==> src/rtl/truth_table_scanner.sv <==
// truth_table_scanner
//   Drives every input code of an N_IN-input combinational block, holds each
//   code for SETTLE cycles, samples the block's output, and publishes the
//   captured truth table with its minterm count and a one-cycle done pulse.
//
// Ports
//   clk        rising-edge clock
//   rst        asynchronous, active-high reset
//   start      request a scan (only looked at while idle)
//   abort      cancel a scan in progress (no done, table_out kept)
//   y_in       output of the block under scan
//   abc_out    input code driven to the block, MSB is A
//   busy       high while a scan is in progress
//   done       one-cycle pulse when table_out/ones_cnt update
//   table_out  bit i = y_in captured while abc_out == i
//   ones_cnt   number of ones in table_out
module truth_table_scanner #(
  parameter int N_IN   = 3,
  parameter int SETTLE = 2
) (
  input  logic                   clk,
  input  logic                   rst,
  input  logic                   start,
  input  logic                   abort,
  input  logic                   y_in,
  output logic [N_IN-1:0]        abc_out,
  output logic                   busy,
  output logic                   done,
  output logic [(1<<N_IN)-1:0]   table_out,
  output logic [N_IN:0]          ones_cnt
);

  localparam int CODES = 1 << N_IN;
  localparam int CNT_W = (SETTLE > 1) ? $clog2(SETTLE) : 1;
  localparam logic [CNT_W-1:0] CNT_LAST  = CNT_W'(SETTLE - 1);
  localparam logic [N_IN-1:0]  CODE_LAST = N_IN'(CODES - 1);

  typedef enum logic {IDLE, SCAN} state_t;

  state_t               state, state_n;
  logic [CNT_W-1:0]     cnt, cnt_n;
  logic [CODES-1:0]     shadow, shadow_n;
  logic [N_IN-1:0]      abc_n;
  logic                 busy_n;
  logic                 done_n;
  logic [CODES-1:0]     tbl_n;
  logic [N_IN:0]        ones_n;
  logic [CODES-1:0]     captured;

  function automatic logic [N_IN:0] popcount(input logic [CODES-1:0] v);
    logic [N_IN:0] s;
    s = '0;
    for (int i = 0; i < CODES; i++) begin
      s = s + (N_IN+1)'(v[i]);
    end
    return s;
  endfunction

  always_ff @(posedge clk or posedge rst) begin
    if (rst) begin
      state     <= IDLE;
      cnt       <= '0;
      shadow    <= '0;
      abc_out   <= '0;
      busy      <= 1'b0;
      done      <= 1'b0;
      table_out <= '0;
      ones_cnt  <= '0;
    end else begin
      state     <= state_n;
      cnt       <= cnt_n;
      shadow    <= shadow_n;
      abc_out   <= abc_n;
      busy      <= busy_n;
      done      <= done_n;
      table_out <= tbl_n;
      ones_cnt  <= ones_n;
    end
  end

  always_comb begin
    state_n  = state;
    cnt_n    = cnt;
    shadow_n = shadow;
    abc_n    = abc_out;
    busy_n   = busy;
    done_n   = 1'b0;
    tbl_n    = table_out;
    ones_n   = ones_cnt;

    // Shadow table with the current sample folded in; used both for the
    // running capture and, on the last code, as the published table.
    captured          = shadow;
    captured[abc_out] = y_in;

    case (state)
      IDLE: begin
        if (start) begin
          state_n  = SCAN;
          abc_n    = '0;
          cnt_n    = '0;
          shadow_n = '0;
          busy_n   = 1'b1;
        end
      end
      SCAN: begin
        if (abort) begin
          state_n = IDLE;
          busy_n  = 1'b0;
          abc_n   = '0;
          cnt_n   = '0;
        end else if (cnt != CNT_LAST) begin
          cnt_n = cnt + 1'b1;
        end else if (abc_out != CODE_LAST) begin
          shadow_n = captured;
          abc_n    = abc_out + 1'b1;
          cnt_n    = '0;
        end else begin
          // Last code: publish the whole table at once so partial
          // results are never visible on table_out.
          tbl_n   = captured;
          ones_n  = popcount(captured);
          done_n  = 1'b1;
          busy_n  = 1'b0;
          abc_n   = '0;
          cnt_n   = '0;
          state_n = IDLE;
        end
      end
      default: state_n = IDLE;
    endcase
  end

endmodule

==> config.mk <==
export PLATFORM = sky130hd
export DESIGN_NAME = truth_table_scanner
export DESIGN_NICKNAME = d
export VERILOG_FILES = /design/src/rtl/truth_table_scanner.sv
export SDC_FILE = /design/constraint.sdc
export NUM_CORES = 1
export LEC_CHECK = 0
export ABC_AREA = 1
export CAP_MARGIN = 15
export CELL_PAD_IN_SITES_DETAIL_PLACEMENT = 2
export CELL_PAD_IN_SITES_GLOBAL_PLACEMENT = 2
export CORE_MARGIN = 2
export CORE_UTILIZATION = 34
export CTS_CLUSTER_DIAMETER = 100
export DETAILED_ROUTE_END_ITERATION = 8
export PLACE_DENSITY_LB_ADDON = 0.08
export SKIP_LAST_GASP = 1
export SLEW_MARGIN = 5
export SYNTH_ARGS = -nofsm -noshare
export SYNTH_HDL_FRONTEND = slang
export SYNTH_SLANG_ARGS = --single-unit
==> constraint.sdc <==
create_clock -name clk -period 7.23 [get_ports clk]
set_clock_uncertainty 0.1 [all_clocks]
set_input_delay 1.446 -clock clk [delete_from_list [all_inputs] [get_ports clk]]
set_output_delay 1.446 -clock clk [all_outputs]
set_load 0.05 [all_outputs]
[Yosys cells after proc, flatten, opt, wreduce, memory -nomap -nowiden]
Index checks and enable logic that the tools add are counted.
Word-level totals
  flip-flop bits (word level): 27
  latch bits: 0
  memory bits (writable): 0
  memory bits (read-only): 0
  word-level logic and storage cells: 65
  memories kept: 0
Operators by class
  $add $sub $neg: 9
  multipliers: 0
  div/mod/pow operators: 0
  $lt $le $gt $ge: 2
  equality and inequality tests: 7
  shift-type cells: 0
  multiplexer cells: 31
  bitwise operators: 3
  reduce and logical (&&, ||, !) cells: 5
Operators with widths (count)
  2-to-1 mux 8 bit: 4
  adder 4 x 1 -> 4 bit: 4
  2-to-1 mux 1 bit: 16
  case mux 8 bit (2 select lines): 1
  2-to-1 mux 3 bit: 4
  bitwise mux 8 bit: 1
  AND reduction 4 bit: 2
  != test 3 bit (second input constant): 2
  case mux 1 bit (2 select lines): 3
  case mux 3 bit (2 select lines): 1
  adder 3 x 1 -> 4 bit: 1
  < comparator 3 x 4 -> 1 bit (second input constant): 1
  != test 2 x 1 -> 1 bit (second input constant): 2
  != test 2 bit (second input constant): 2
  adder 2 x 1 -> 3 bit: 1
  adder 3 x 1 -> 3 bit (second input constant): 1
  demux 1 bit (select 3 bit): 1
  greater-or-equal comparator 3 x 1 -> 1 bit (second input constant): 1
  != test 3 x 2 -> 1 bit (second input constant): 1
  NOT 1 bit: 3
  AND reduction 3 bit: 1
  adder 1 x 1 -> 2 bit: 1
  AND reduction 2 bit: 1
  adder 1 bit (second input constant): 1
  logical AND 1 bit: 1

[Logic depth before layout (Yosys ltp)]
  word-level depth: 12
  depth in mapped cells: 14

[Least setup slack after synthesis]
Ideal clock, no wire load.
  kind: input to register
  start point: in y_in
  end point: reg ones_cnt[2]
  setup time: 0.083 ns
  arrival time: 4.081 ns
  data required time: 7.047 ns
  slack: 2.966 ns
  stages on the path: 12
  buffers on the path: 0
  cell sequence: inv_1 > nand4_1 > nand2_1 > fa_1 > fa_1 > inv_1 > fa_1 > ha_1 > inv_1 > fa_1 > xor2_1 > o21ai_0
On the way
  word-level cells in the longest chain between the ends: 8
Ends and longest elaborated chain
  start: declaration: RTL line 25  | input logic y_in,
  bitwise mux 8 bit *: RTL line 94  | captured[abc_out] = y_in;
  adder 1 x 1 -> 2 bit: RTL line 54  | s = s + (N_IN+1)'(v[i]);
  adder 2 x 1 -> 3 bit: RTL line 54
  adder 3 x 1 -> 4 bit: RTL line 54
  adder 4 x 1 -> 4 bit (3 in series): RTL line 54
  adder 4 x 1 -> 4 bit *: RTL line 54
  end signal: assignment: RTL line 77  | ones_cnt <= ones_n;
  end: declaration: RTL line 30  | output logic [N_IN:0] ones_cnt
Every way passes the cells marked *; elsewhere a longest branch is shown, timed or not.
A chain may end at the register's enable or synchronous reset.

[Final worst setup path]
Same ends and word-level chain as after synthesis.

==> impl_table.tex <==
\begin{tabular}{lr}
\hline
Metric & Value \\
\hline
\multicolumn{2}{l}{\textbf{Timing}} \\
\quad Portion of the clock cycle consumed by the worst path in the final layout & about 64\% \\
\quad Final hold violations & 0 \\
\quad Final worst path period need & 4.66 ns \\
\quad Post-route setup TNS & 0 ns \\
\quad Final setup violation count & 0 \\
\quad Setup repair after global routing missed its margin & no \\
\quad Maximum frequency from static timing analysis & approximately 210 MHz \\
\quad Slew margin rel. & 62.5\% \\
\quad Hold Worst Slack & 0.387 ns \\
\quad Final critical-path setup slack & 2.57 ns \\
\quad Transition at the pin with the smallest max-transition slack & between 0.5 and 0.6 ns \\
\quad Number of pins exceeding their max-slew limit in the final report & 0 \\
\multicolumn{2}{l}{\textbf{Logic synthesis}} \\
\quad Ranking of synthesized cells by area & sky130\_fd\_sc\_hd\_\_dfrtp\_1, sky130\_fd\_sc\_hd\_\_nand2\_1, sky130\_fd\_sc\_hd\_\_nand3\_1, sky130\_fd\_sc\_hd\_\_inv\_1, sky130\_fd\_sc\_hd\_\_fa\_1 \\
\quad Largest family of logic cells by synthesized area & simple AND/OR/NAND/NOR gates \\
\quad Area leader, netlist & sky130\_fd\_sc\_hd\_\_dfrtp\_1 \\
\quad Mux contribution to synthesized area & 0\% \\
\quad Adder-cell share of the synthesized area & 9.44\% \\
\quad Most repeated cell in the gate-level netlist after synthesis & sky130\_fd\_sc\_hd\_\_nand2\_1 \\
\quad Sequential fraction of the synthesis area & approximately 45\% \\
\quad Top-area cell type share of the netlist area & 44.7\% \\
\quad Complex-gate fraction of the synthesized area & less than 1\% \\
\quad Synthesized Nets & 203 \\
\quad Number of flops mapped to enable cells by yosys & 0 \\
\quad Dominant register cell in the synthesized netlist & sky130\_fd\_sc\_hd\_\_dfrtp\_1 \\
\quad Xor-xnor portion of the synthesized cell area & 0.579\% \\
\quad Post-synthesis sequential element count & 27 \\
\quad Yosys warning count & 0 \\
\quad Post-synth ARST share & 100\% \\
\quad Simple-gate share of the synthesized area & 35.6\% \\
\quad Count of unique library cells instantiated by Yosys & 19 \\
\quad Syn Std Cell Area & between 1500 and 2000 um2 \\
\quad Synthesized area per cell & 8.00 um2 \\
\quad Most instantiated cells after synthesis & sky130\_fd\_sc\_hd\_\_nand2\_1, sky130\_fd\_sc\_hd\_\_nand3\_1, sky130\_fd\_sc\_hd\_\_dfrtp\_1, sky130\_fd\_sc\_hd\_\_inv\_1, sky130\_fd\_sc\_hd\_\_nand4\_1 \\
\quad Post-Synthesis Cells & 189 \\
\multicolumn{2}{l}{\textbf{Flow run}} \\
\quad Max Cap Viol & 0 \\
\multicolumn{2}{l}{\textbf{Clocking}} \\
\quad Source-to-sink clock delay at the later pin of the worst-skew pair & 0.28 ns \\
\quad CTS Hold Buffers Added & 0 \\
\quad Total CTS buffers & 3 \\
\quad Longest Clk Path Bufs & 2 \\
\quad Clock-pin slew reported for the worst setup and hold paths after clock tree synthesis & 0.10 ns \\
\quad Maximum level of the CTS H-tree & 1 \\
\quad Clock tree from TritonCTS & yes \\
\quad CTS Sinks & 27 \\
\quad Post-CTS sizing & 0 \\
\quad Clock Root Buffer & sky130\_fd\_sc\_hd\_\_clkbuf\_8 \\
\quad Post-CTS Setup Repair Bufs & 0 \\
\multicolumn{2}{l}{\textbf{Run status}} \\
\quad Outcome & complete, no violations \\
\multicolumn{2}{l}{\textbf{Global routing}} \\
\quad Initial antenna violation count & 0 \\
\quad Global-route wire length before repair & 7.13 mm \\
\quad Largest net degree at the start of global routing & 28 \\
\quad Total overflow reported by the global router & 0 \\
\quad Global-route usage over all layers & between 10\% and 20\% \\
\quad Number of global-route vias before repair & between 1000 and 1500 \\
\multicolumn{2}{l}{\textbf{Placement}} \\
\quad Routability Congestion & 0.812 \\
\quad HPWL after detailed placement & 3.06 mm \\
\quad Port Buffers & 21 \\
\quad Setup WS pre-CTS & $\sim$2.2 ns \\
\multicolumn{2}{l}{\textbf{Worst setup path}} \\
\quad Kind of capture point of the worst setup path & register \\
\quad Maximum single-stage delay on the critical path & 0.50 ns \\
\quad Category of the critical setup timing path & in -> reg \\
\quad Endpoint of the most critical register-to-register path & ones\_cnt[2] \\
\quad Required time reported for the critical path endpoint & around 7.3 ns \\
\quad Critical R2R Launch & abc\_out[1] \\
\quad Critical path arrival & 4.77 ns \\
\quad Critical Path Fanout Max & 8 \\
\quad R2R depth & 13 \\
\quad Worst-path cell chain & clkdlybuf4s50\_1 -> inv\_1 -> nand4\_1 -> nand2\_1 -> fa\_1 -> fa\_1 -> inv\_1 -> fa\_1 -> ha\_1 -> inv\_1 -> fa\_1 -> xor2\_1 -> o21ai\_0 \\
\quad Setup slack of the worst register-to-register path & approximately 3.5 ns \\
\quad Most frequent cell on the critical path & sky130\_fd\_sc\_hd\_\_fa\_1 \\
\quad Max stage delay cell, worst path & sky130\_fd\_sc\_hd\_\_fa\_1 \\
\quad Worst setup path startpoint & y\_in \\
\quad Launching element type of the critical path & primary input \\
\multicolumn{2}{l}{\textbf{Route}} \\
\quad Vias after detailed routing & 1309 \\
\quad Initial DRC count & 48 \\
\quad Final WL & a little over 4 mm \\
\quad Detailed Routing Iterations Pass 1 & 4 \\
\quad DRC errors left & 0 \\
\quad Via density per instance & 5.00 \\
\quad Routed len/inst & $\sim$16 um \\
\quad ANT nets after route & 0 \\
\multicolumn{2}{l}{\textbf{Finish}} \\
\quad Fin util & 42.1\% \\
\quad Final net count & roughly 230 \\
\quad Inserted Diodes & 0 \\
\quad Fraction of layout instances using a drive strength above 1 & 5.71\% \\
\quad Area added between synthesis and finish & 20.5\% \\
\multicolumn{2}{l}{\textbf{Die}} \\
\quad Area of the die & 4990 um2 \\
\quad Height of the die & 70.7 um \\
\quad Total number of placement rows & 24 \\
\quad Number of top-level pins & 22 \\
\quad Placeable Area & 4320 um2 \\
\quad Starting Density & 35.0\% \\
\quad Width of the die & 70.7 um \\
\multicolumn{2}{l}{\textbf{Hold path}} \\
\quad Hold path depth & 2 \\
\quad Origin of the worst min-delay path & busy \\
\quad Endpoint of the worst hold-timing path & busy \\
\quad Class of the most critical hold timing path & reg -> reg \\
\multicolumn{2}{l}{\textbf{Pwr}} \\
\quad Power per cell area & 209 nW/um2 \\
\quad Overall power & 381 uW \\
\quad Peak supply drop & 0.0938 mV \\
\quad Leak Pwr & 0.934 nW \\
\hline
\end{tabular}
-- where the power goes --
part | switching, mW | internal [mW]
sequential | 0.0163 | 0.158
combinational | 0.0757 | 0.0391
clock | 0.0517 | 0.0396
total | 0.144 | 0.237
-- through the flow --
step                      cell area [um2]  instances
after global routing                 1820        262
after detailed placement             1750        257
after CTS                            1790        261
final                                1820        262
after floorplan                      1510        189
after global placement               1750        257
-- layout make-up --
class	count	area (um2)
fill	529	2500
multi-input combinational	132	704
tap	52	65.1
inverter	25	93.8
sequential	27	676
timing repair buffer	22	238
clock buffer	4	45.0
-- worst max-delay path: cells and delay by family --
kind / cells / cell delay (ns)
and+or+nand+nor: 2 / 0.33
adders and majority gates: 5 / 1.95
buffers and inverters: 4 / 0.73
xor gates and xnor gates: 1 / 0.15
AOI/OAI and AO/OA: 1 / 0.16
-- cell families (layout without fill, tap and decap cells) --
group,count (synthesis),in the layout
fa+ha+maj,9,9
compound gates,3,3
simple gates,119,119
xor+xnor,1,1
buf+inv,30,51
flops,27,27
-- worst max path at each step --
stage | to | cells past startpoint
after floorplan | ones_cnt[2] | 12
after global routing | ones_cnt[2] | 13
after CTS | ones_cnt[2] | 13
after detailed placement | ones_cnt[2] | 13
after global placement | ones_cnt[2] | 13
final | ones_cnt[2] | 13
-- metal layers --
| metal | GRT usage [%] | vias to the layer above | part of all wire (%) |
|---|---|---|---|
| li1 | - | 642 | - |
| met1 | 24.3 | 656 | 47 |
| met2 | 31.1 | 9 | 51 |
| met4 | 3.77 | 0 | 0.46 |
| met5 | 0 | - | 0 |
| met3 | 2.14 | 2 | 1.2 |
-- cell usage in the layout (no fill, tap or decap) --
| master | synthesis | layout |
|---|---|---|
| sky130_fd_sc_hd__nand2_1 | 67 | 67 |
| sky130_fd_sc_hd__nand3_1 | 36 | 36 |
| sky130_fd_sc_hd__dfrtp_1 | 27 | 27 |
| sky130_fd_sc_hd__inv_1 | 23 | 23 |
| sky130_fd_sc_hd__clkdlybuf4s50_1 | 0 | 21 |
| sky130_fd_sc_hd__nand4_1 | 6 | 6 |
| sky130_fd_sc_hd__ha_1 | 5 | 5 |
| sky130_fd_sc_hd__fa_1 | 4 | 4 |
| sky130_fd_sc_hd__o21ai_0 | 3 | 3 |
| sky130_fd_sc_hd__and2_1 | 3 | 3 |
| sky130_fd_sc_hd__clkbuf_8 | 0 | 3 |
| sky130_fd_sc_hd__nor2_2 | 2 | 2 |
| sky130_fd_sc_hd__inv_2 | 2 | 2 |
| sky130_fd_sc_hd__nand3_2 | 1 | 1 |
| sky130_fd_sc_hd__nand2_2 | 1 | 1 |
| sky130_fd_sc_hd__nor2_4 | 1 | 1 |
| sky130_fd_sc_hd__xor2_1 | 1 | 1 |
| sky130_fd_sc_hd__or2_2 | 1 | 1 |
| sky130_fd_sc_hd__nor2_1 | 1 | 1 |
| sky130_fd_sc_hd__clkbuf_1 | 0 | 1 |
| sky130_fd_sc_hd__buf_16 | 0 | 1 |
-- sequential cells by signal, indices dropped and copies added, names as in the netlist --
signal and flops:
table_out 8, ones_cnt 4, shadow 8, busy 1, abc_out 3, cnt 1
done 1, state 1
No activity file was read; power rests on OpenSTA's default activity.
